--- src/rtl/health_score_accumulator_pkg.sv ---
// Shared types and widths for the health score accumulator.
// Optional saturation is enabled with HEALTH_ACC_SATURATE_EN (see top level).
package health_score_accumulator_pkg;

    localparam int unsigned SCORE_W = 4;
    localparam int unsigned SUM_W   = 8;
    localparam int unsigned CNT_W   = 8;

    typedef enum logic [1:0] {
        IDLE   = 2'd0,
        ADD_LO = 2'd1,
        ADD_HI = 2'd2,
        DONE   = 2'd3
    } state_t;

endpackage

--- src/rtl/health_score_accumulator_nibble_adder.sv ---
// 4-bit adder with carry-in and carry-out, shared between both accumulator nibbles.
module nibble_adder
    import health_score_accumulator_pkg::*;
(
    input  logic [SCORE_W-1:0] i_a,
    input  logic [SCORE_W-1:0] i_b,
    input  logic               i_cin,
    output logic [SCORE_W-1:0] o_sum,
    output logic               o_cout
);

    logic [SCORE_W:0] w_full;

    assign w_full = (SCORE_W+1)'(i_a) + (SCORE_W+1)'(i_b) + (SCORE_W+1)'(i_cin);
    assign o_sum  = w_full[SCORE_W-1:0];
    assign o_cout = w_full[SCORE_W];

endmodule

--- src/rtl/health_score_accumulator.sv ---
// Accumulates WINDOW 4-bit scores nibble-serially and reports total plus threshold alarm.
// Define HEALTH_ACC_SATURATE_EN to clamp an overflowing window total to 8'hFF.
module health_score_accumulator
    import health_score_accumulator_pkg::*;
#(
    parameter int unsigned WINDOW    = 8,
    parameter int unsigned THRESHOLD = 40
) (
    input  logic               clk,
    input  logic               rst_n,
    input  logic               in_valid,
    input  logic [SCORE_W-1:0] in_score,
    output logic               in_ready,
    output logic               out_valid,
    output logic [SUM_W-1:0]   out_sum,
    output logic               out_alarm,
    input  logic               out_ready
);

    state_t               r_state;
    logic [SUM_W-1:0]     r_acc;
    logic [CNT_W-1:0]     r_count;
    logic                 r_carry;
    logic [SCORE_W-1:0]   r_operand;
    logic                 r_in_ready;
    logic                 r_out_valid;
    logic [SUM_W-1:0]     r_out_sum;
    logic                 r_out_alarm;
`ifdef HEALTH_ACC_SATURATE_EN
    logic                 r_ovf;
`endif

    logic                 w_hi;
    logic [SCORE_W-1:0]   w_a;
    logic [SCORE_W-1:0]   w_b;
    logic                 w_cin;
    logic [SCORE_W-1:0]   w_sum;
    logic                 w_cout;
    logic [CNT_W-1:0]     w_count_inc;

    // One adder: low nibble + operand, then high nibble + registered carry.
    assign w_hi        = (r_state == ADD_HI);
    assign w_a         = w_hi ? r_acc[SUM_W-1:SCORE_W] : r_acc[SCORE_W-1:0];
    assign w_b         = w_hi ? '0 : r_operand;
    assign w_cin       = w_hi ? r_carry : 1'b0;
    assign w_count_inc = r_count + CNT_W'(1);

    nibble_adder u_nibble_adder (
        .i_a    (w_a),
        .i_b    (w_b),
        .i_cin  (w_cin),
        .o_sum  (w_sum),
        .o_cout (w_cout)
    );

    always_ff @(posedge clk or negedge rst_n) begin
        if (!rst_n) begin
            r_state     <= IDLE;
            r_acc       <= '0;
            r_count     <= '0;
            r_carry     <= 1'b0;
            r_operand   <= '0;
            r_in_ready  <= 1'b1;
            r_out_valid <= 1'b0;
            r_out_sum   <= '0;
            r_out_alarm <= 1'b0;
`ifdef HEALTH_ACC_SATURATE_EN
            r_ovf       <= 1'b0;
`endif
        end else begin
            case (r_state)
                IDLE: begin
                    if (in_valid && r_in_ready) begin
                        r_operand  <= in_score;
                        r_in_ready <= 1'b0;
                        r_state    <= ADD_LO;
                    end
                end
                ADD_LO: begin
`ifdef HEALTH_ACC_SATURATE_EN
                    if (!r_ovf) r_acc[SCORE_W-1:0] <= w_sum;
`else
                    r_acc[SCORE_W-1:0] <= w_sum;
`endif
                    r_carry <= w_cout;
                    r_state <= ADD_HI;
                end
                ADD_HI: begin
                    r_acc[SUM_W-1:SCORE_W] <= w_sum;
`ifdef HEALTH_ACC_SATURATE_EN
                    if (w_cout || r_ovf) begin
                        r_acc <= '1;
                        r_ovf <= 1'b1;
                    end
`endif
                    r_carry <= 1'b0;
                    r_count <= w_count_inc;
                    if (w_count_inc == CNT_W'(WINDOW)) begin
                        r_state <= DONE;
                    end else begin
                        r_in_ready <= 1'b1;
                        r_state    <= IDLE;
                    end
                end
                DONE: begin
                    // First DONE cycle captures the report; it then holds until accepted.
                    if (!r_out_valid) begin
                        r_out_valid <= 1'b1;
                        r_out_sum   <= r_acc;
                        r_out_alarm <= (r_acc > SUM_W'(THRESHOLD));
                    end else if (out_ready) begin
                        r_out_valid <= 1'b0;
                        r_acc       <= '0;
                        r_count     <= '0;
                        r_carry     <= 1'b0;
`ifdef HEALTH_ACC_SATURATE_EN
                        r_ovf       <= 1'b0;
`endif
                        r_in_ready  <= 1'b1;
                        r_state     <= IDLE;
                    end
                end
                default: begin
                    r_state <= IDLE;
                end
            endcase
        end
    end

    assign in_ready  = r_in_ready;
    assign out_valid = r_out_valid;
    assign out_sum   = r_out_sum;
    assign out_alarm = r_out_alarm;

endmodule

--- config.mk ---
export PLATFORM = sky130hd
export DESIGN_NAME = health_score_accumulator
export DESIGN_NICKNAME = d
export VERILOG_FILES = /design/src/rtl/health_score_accumulator_pkg.sv /design/src/rtl/health_score_accumulator_nibble_adder.sv /design/src/rtl/health_score_accumulator.sv
export SDC_FILE = /design/constraint.sdc
export NUM_CORES = 1
export LEC_CHECK = 0
export BUFFER_PORTS_ARGS = -buffer_cell sky130_fd_sc_hd__clkbuf_2
export CELL_PAD_IN_SITES_DETAIL_PLACEMENT = 2
export CELL_PAD_IN_SITES_GLOBAL_PLACEMENT = 2
export CORE_AREA = 5 5 69 77
export CTS_BUF_LIST = sky130_fd_sc_hd__clkbuf_4 sky130_fd_sc_hd__clkbuf_8 sky130_fd_sc_hd__clkbuf_16
export DETAILED_ROUTE_END_ITERATION = 8
export DIE_AREA = 0 0 74 82
export PLACE_DENSITY = 0.92
export SLEW_MARGIN = 20
export SYNTH_ARGS = -nofsm -noshare
export SYNTH_HDL_FRONTEND = slang
export SYNTH_SLANG_ARGS = --single-unit
--- constraint.sdc ---
create_clock -name clk -period 5.7 [get_ports clk]
set_input_delay 1.14 -clock clk [delete_from_list [all_inputs] [get_ports clk]]
set_output_delay 1.14 -clock clk [all_outputs]
set_load 0.005 [all_outputs]
======== After elaboration in Yosys (flattened, before gate mapping) ========
Cells that the tools add are included.
storage, ports and cells
  ROM bits ................................ 0
  bits in writable memories ............... 0
  latch bits .............................. 0
  word-level logic and storage cells ...... 59
  register bits after elaboration ......... 34
  memories ................................ 0
operators by class
  equal/unequal tests ..................... 8
  magnitude comparators ................... 1
  add/subtract/negate cells ............... 3
  shifts and indexed selects .............. 0
  reductions and logical operators ........ 13
  bitwise operators ....................... 1
  $mul .................................... 0
  divide/modulo/power cells ............... 0
  mux-type cells .......................... 23
operator list
  kind                 count
  $mux 8               2
  $pmux 4 s2           2
  $pmux 8 s2           1
  $reduce_and 3->1     4
  $mux 1               9
  $add 8x1->8 const B  1
  $eq 8x4->1 const B   1
  $gt 8x6->1 const B   1
  $mux 2               4
  $mux 4               2
  $ne 2x2->1 const B   4
  $pmux 2 s4           1
  $pmux 1 s3           2
  $reduce_bool 3->1    2
  $add 4x4->5          1
  $add 5x1->5          1
  $reduce_and 5->1     1
  $eq 2x2->1 const B   2
  $reduce_and 2->1     2
  $reduce_bool 2->1    2
  $eq 2x1->1 const B   1
  $logic_not 2->1      1
  $logic_and 1x1->1    1
  $not 1->1            1

======== Depth between registers and ports, before layout ========
  depth in word-level cells ............... 5
  mapped depth ............................ 12

======== By module ========
A second synthesis with hierarchy kept.
second synthesis, totals
  cells, all modules ...................... 164
  area, all modules ....................... 1737.9 sq um
modules (own cells, without submodules)
  module                    cells an instance  instances  area an instance (sq um)  sequential area each (sq um)
  health_score_accumulator  148                1          1594.0                    852.1
  nibble_adder              16                 1          143.9                     0.0

======== Worst setup path before layout ========
Ideal clock, no wire load.
  path kind ............................... register to register
  from .................................... register r_state[0]
  to ...................................... register r_acc[3]
  path slack .............................. 3322 ps
  setup time .............................. 122 ps
  data arrival time ....................... 2257 ps
  cell stages (with the launch flop) ...... 11
  cells stage by stage .................... dfrtp_1 buf_2 nand2b_1 clkbuf_1 buf_2 and2_1 ha_1 nor2b_1 o21a_1 or3_1 a32o_1
on the way
  cells in the longest elaborated chain, start to end .. 5
  elaborated cells between the ends (all ways) .. 13
  those cells by class .................... add/sub: 2; eq/ne: 5; mux: 4; reduce/logical: 2
RTL lines
  what                            RTL line                                                        text
  start: declaration              health_score_accumulator.sv:20                                  state_t r_state;
  start signal: assignment        health_score_accumulator.sv:58                                  r_state <= IDLE;
  start signal: assignment        health_score_accumulator.sv:76                                  r_state <= ADD_LO;
  start signal: assignment        health_score_accumulator.sv:86                                  r_state <= ADD_HI;
  $eq 2x2->1                      health_score_accumulator.sv:42                                  assign w_hi = (r_state == ADD_HI);
  $mux 4 (on tied branches)       health_score_accumulator.sv:43, health_score_accumulator.sv:44
  $add 4x4->5                     health_score_accumulator_nibble_adder.sv:14                     assign w_full = (SCORE_W+1)'(i_a) + (SCORE_W+1)'(i_b) + (SCORE_W+1)'(i_cin);
  $add 5x1->5                     health_score_accumulator_nibble_adder.sv:14
  $pmux 4 s2                      health_score_accumulator.sv:71                                  case (r_state)
  end signal: indexed assignment  health_score_accumulator.sv:83                                  r_acc[SCORE_W-1:0] <= w_sum;
  end signal: indexed assignment  health_score_accumulator.sv:89                                  r_acc[SUM_W-1:SCORE_W] <= w_sum;
  end: declaration                health_score_accumulator.sv:21                                  logic [SUM_W-1:0] r_acc;
Parallel ways exist; a longest one is shown, timed or not.
A chain may end at the register's enable or synchronous reset.

======== Final worst setup path ========
  from .................................... register r_state[1]
  to ...................................... register r_acc[3]
Same word-level chain as after synthesis.

==> flow_metrics.tcl <==
set metrics [dict create \
    io_pins 19 \
    coreArea_sq_mm 0.00452 \
    synthFlopType "dfrtp_1" \
    reg2reg_from "r_state[1]" \
    num_vias 1268 \
    hold_end "out_sum[0]" \
    synth_warnings 0 \
    rows 26 \
    cts.htree.levels 2 \
    netlist.area_leader.share_pct 47.8 \
    min_from "out_sum[0]" \
    clkTransAtPathRegs_ns 0.07 \
    pwr_density_cell_mw_per_mm2 542 \
    crit_start "r_state[1]" \
    switching_power_uw 397 \
    power_leakage_uw 0.000984 \
    path_class "flop to flop" \
    synth_edf_count 0 \
    ant_nets 0 \
    cts-root-buf "clkbuf_8" \
    grt_overflow 0 \
    drive_gt1_share_pct 21.5 \
    post_synth_num_cell_types 43 \
    fin_crit_sh_pct 53.2 \
    drv_slew 0 \
    wirelength_um 4620 \
    finalHoldViolations 0 \
    io_buffers 18 \
    numCtsBuffers 5 \
    synth_top_cell_by_area "dfrtp_1" \
    rr_endpoint "r_acc[3]" \
    min_path_cells 1 \
    clock_sinks 34 \
    peakVddDrop_mv 0.240 \
    cts_setup_buffers 0 \
    fin_setup_tns_ns 0 \
    netlist_area_sq_mm 0.00173 \
    end_kind "flop" \
    cts_max_path_buffers 2 \
    yosysMostFrequentCell "dfrtp_1" \
    synthAdderAreaFrac_pct 5.21 \
    status "completed" \
    grt_pass1_vias 1459 \
    cts_tree "yes" \
    grt_pass1_wl_um 7850 \
    postCtsResizedCells 0 \
    drtPass1Iterations 4 \
    synth_top_family_by_area "compound AO/OA/AOI/OAI gates" \
    postSynthCellCount 159 \
    start_kind "flop" \
    synthMuxAreaShare_pct 9.19 \
    drc 0 \
    slew_headroom_pct 30.8 \
    fmax_mhz 330 \
    yosysSeqAreaShare_pct 49.3 \
    synth-compound-area-share_pct 16.3 \
    critPathRequiredTime_ns 5.89 \
    clkLatencyLatePin_ns 0.30 \
    tightest_slew_ns 1.04 \
    antenna_found_initial 0 \
    diodes 0 \
    fin_nets 190 \
    path_max_fanout 13 \
    hpwl_um 3190 \
    final.setup_skew_ns 0.00969 \
    synth-simple-area-share_pct 15.5 \
    finalSetupViolCount 0 \
    min_period_ns 3.03 \
    synth_common_cells "dfrtp_1, nand2_1, o21ai_0, mux2_1, a22o_1" \
    drtIter0Drc 53 \
    gp_congestion 0.830 \
    start_util_pct 38.2 \
    hold_path.class "flop to flop" \
    synth_area_leaders "dfrtp_1, mux2_1, nand2_1, o21ai_0, a22o_1" \
    rr_worst_depth 8 \
    final_util_pct 43.7 \
    p_clk_share_pct 25.2 \
    routedWlPerCell_um 19.8 \
    cts_hold_buf 0 \
    synth_nets 173 \
    p_int_uw 675 \
    ys_ff_latch 34 \
    die_y_um 82 \
    switching_share_pct 37.1 \
    drv_cap 0 \
    fp.dieArea_sq_mm 0.00607 \
    grt_max_degree 35 \
    area_growth_pct 14.3 \
    p_comb_share_pct 34.9 \
    postSynthAreaPerCell_sq_um 10.9 \
    grt_setup_unrepaired "false" \
    worstPathArrival_ns 3.22 \
    fp.dieW_um 74 \
    synthArstFlopShare_pct 100 \
    viasPerCell 5.44 \
    rrSetupSlack_ns 2.67 \
    grt_util_all_layers_pct 17.8 \
    whs_ns 0.491 \
    p_seq_share_pct 39.9 \
    synth_xor_area_share_pct 1.01 \
]
[critical path, cell delays in order, from the launching register on]
cell and delay (ns):
dfrtp_1 0.58, nor2b_1 0.87, nand2_1 0.13, nand2_1 0.16
ha_1 0.24, nor2b_1 0.13, o21a_1 0.18, or3_1 0.35
a32o_1 0.27
[layer usage]
metal | vias to the layer above | routed length [um] | GRT usage, %
met1 | 651 | 1770 | 19.2
met5 | - | 0 | 0
met2 | 21 | 2630 | 33.0
met3 | 5 | 153 | 4.77
li1 | 591 | - | -
met4 | 0 | 60 | 5.98
[power groups by stage]
stage,Clock (uW),Combinational [uW],Sequential [uW]
2_1_floorplan,0,284,391
3_3_place_gp,0,330,416
3_5_place_dp,0,366,430
4_1_cts,278,377,430
5_1_grt,290,416,445
6_report,270,374,428
[cell type report]
| cell class | count | area (sq um) |
|---|---|---|
| Fill cell | 461 | 2540 |
| Sequential cell | 34 | 852 |
| Multi-Input combinational cell | 114 | 816 |
| Timing Repair Buffer | 18 | 90.1 |
| Tap cell | 56 | 70.1 |
| Clock buffer | 5 | 68.8 |
| Clock inverter | 3 | 68.8 |
| Inverter | 3 | 11.3 |
[cells by family after synthesis]
kind of cell | Yosys count
flip-flops | 34
XOR/XNOR | 2
multiplexers | 14
adder cells (fa/ha/maj) | 6
buffers and inverters | 11
AO/OA/AOI/OAI | 41
AND/OR/NAND/NOR | 51
[metrics by stage]
stage          setup slack (ns)  power (uW)  cells  area [sq um]
2_1_floorplan              3.32         674    159          1730
3_3_place_gp               2.86         747    225          1840
3_5_place_dp               2.75         796    225          1840
4_1_cts                    2.70        1080    233          1980
5_1_grt                    2.49        1150    233          1980
6_report                   2.67        1070    233          1980
[layout by cell type (no fill, tap or decap), types with 2 or more instances in the layout]
master	Yosys	final
nand3_1	3	3
dfrtp_1	33	33
a32o_1	2	2
nand2b_1	2	2
or3_1	2	2
o21ai_0	14	14
clkbuf_8	0	5
a22o_1	6	6
fa_1	2	2
mux2_2	4	4
nor2b_1	3	3
a21oi_1	5	5
inv_1	3	3
xor2_1	2	2
bufinv_16	0	2
nor2_1	5	5
nand2_1	24	24
and2_1	4	4
a21o_1	5	5
mux2_1	8	8
clkbuf_2	0	18
ha_1	4	4
[registers in the layout, indices dropped and copies added (netlist names)]
register	cells
r_state	2
r_count	8
out_alarm	1
out_sum	8
in_ready	1
r_carry	1
r_acc	8
out_valid	1
r_operand	4
[worst max path at each step]
stage,endpoint,slack (ns)
floorplan,r_acc[3],3.32
global placement,r_acc[7],2.86
global route,r_acc[7],2.49
detailed placement,r_acc[3],2.75
CTS,r_acc[3],2.70
finish,r_acc[3],2.67
No activity file was read; power rests on OpenSTA's default activity.
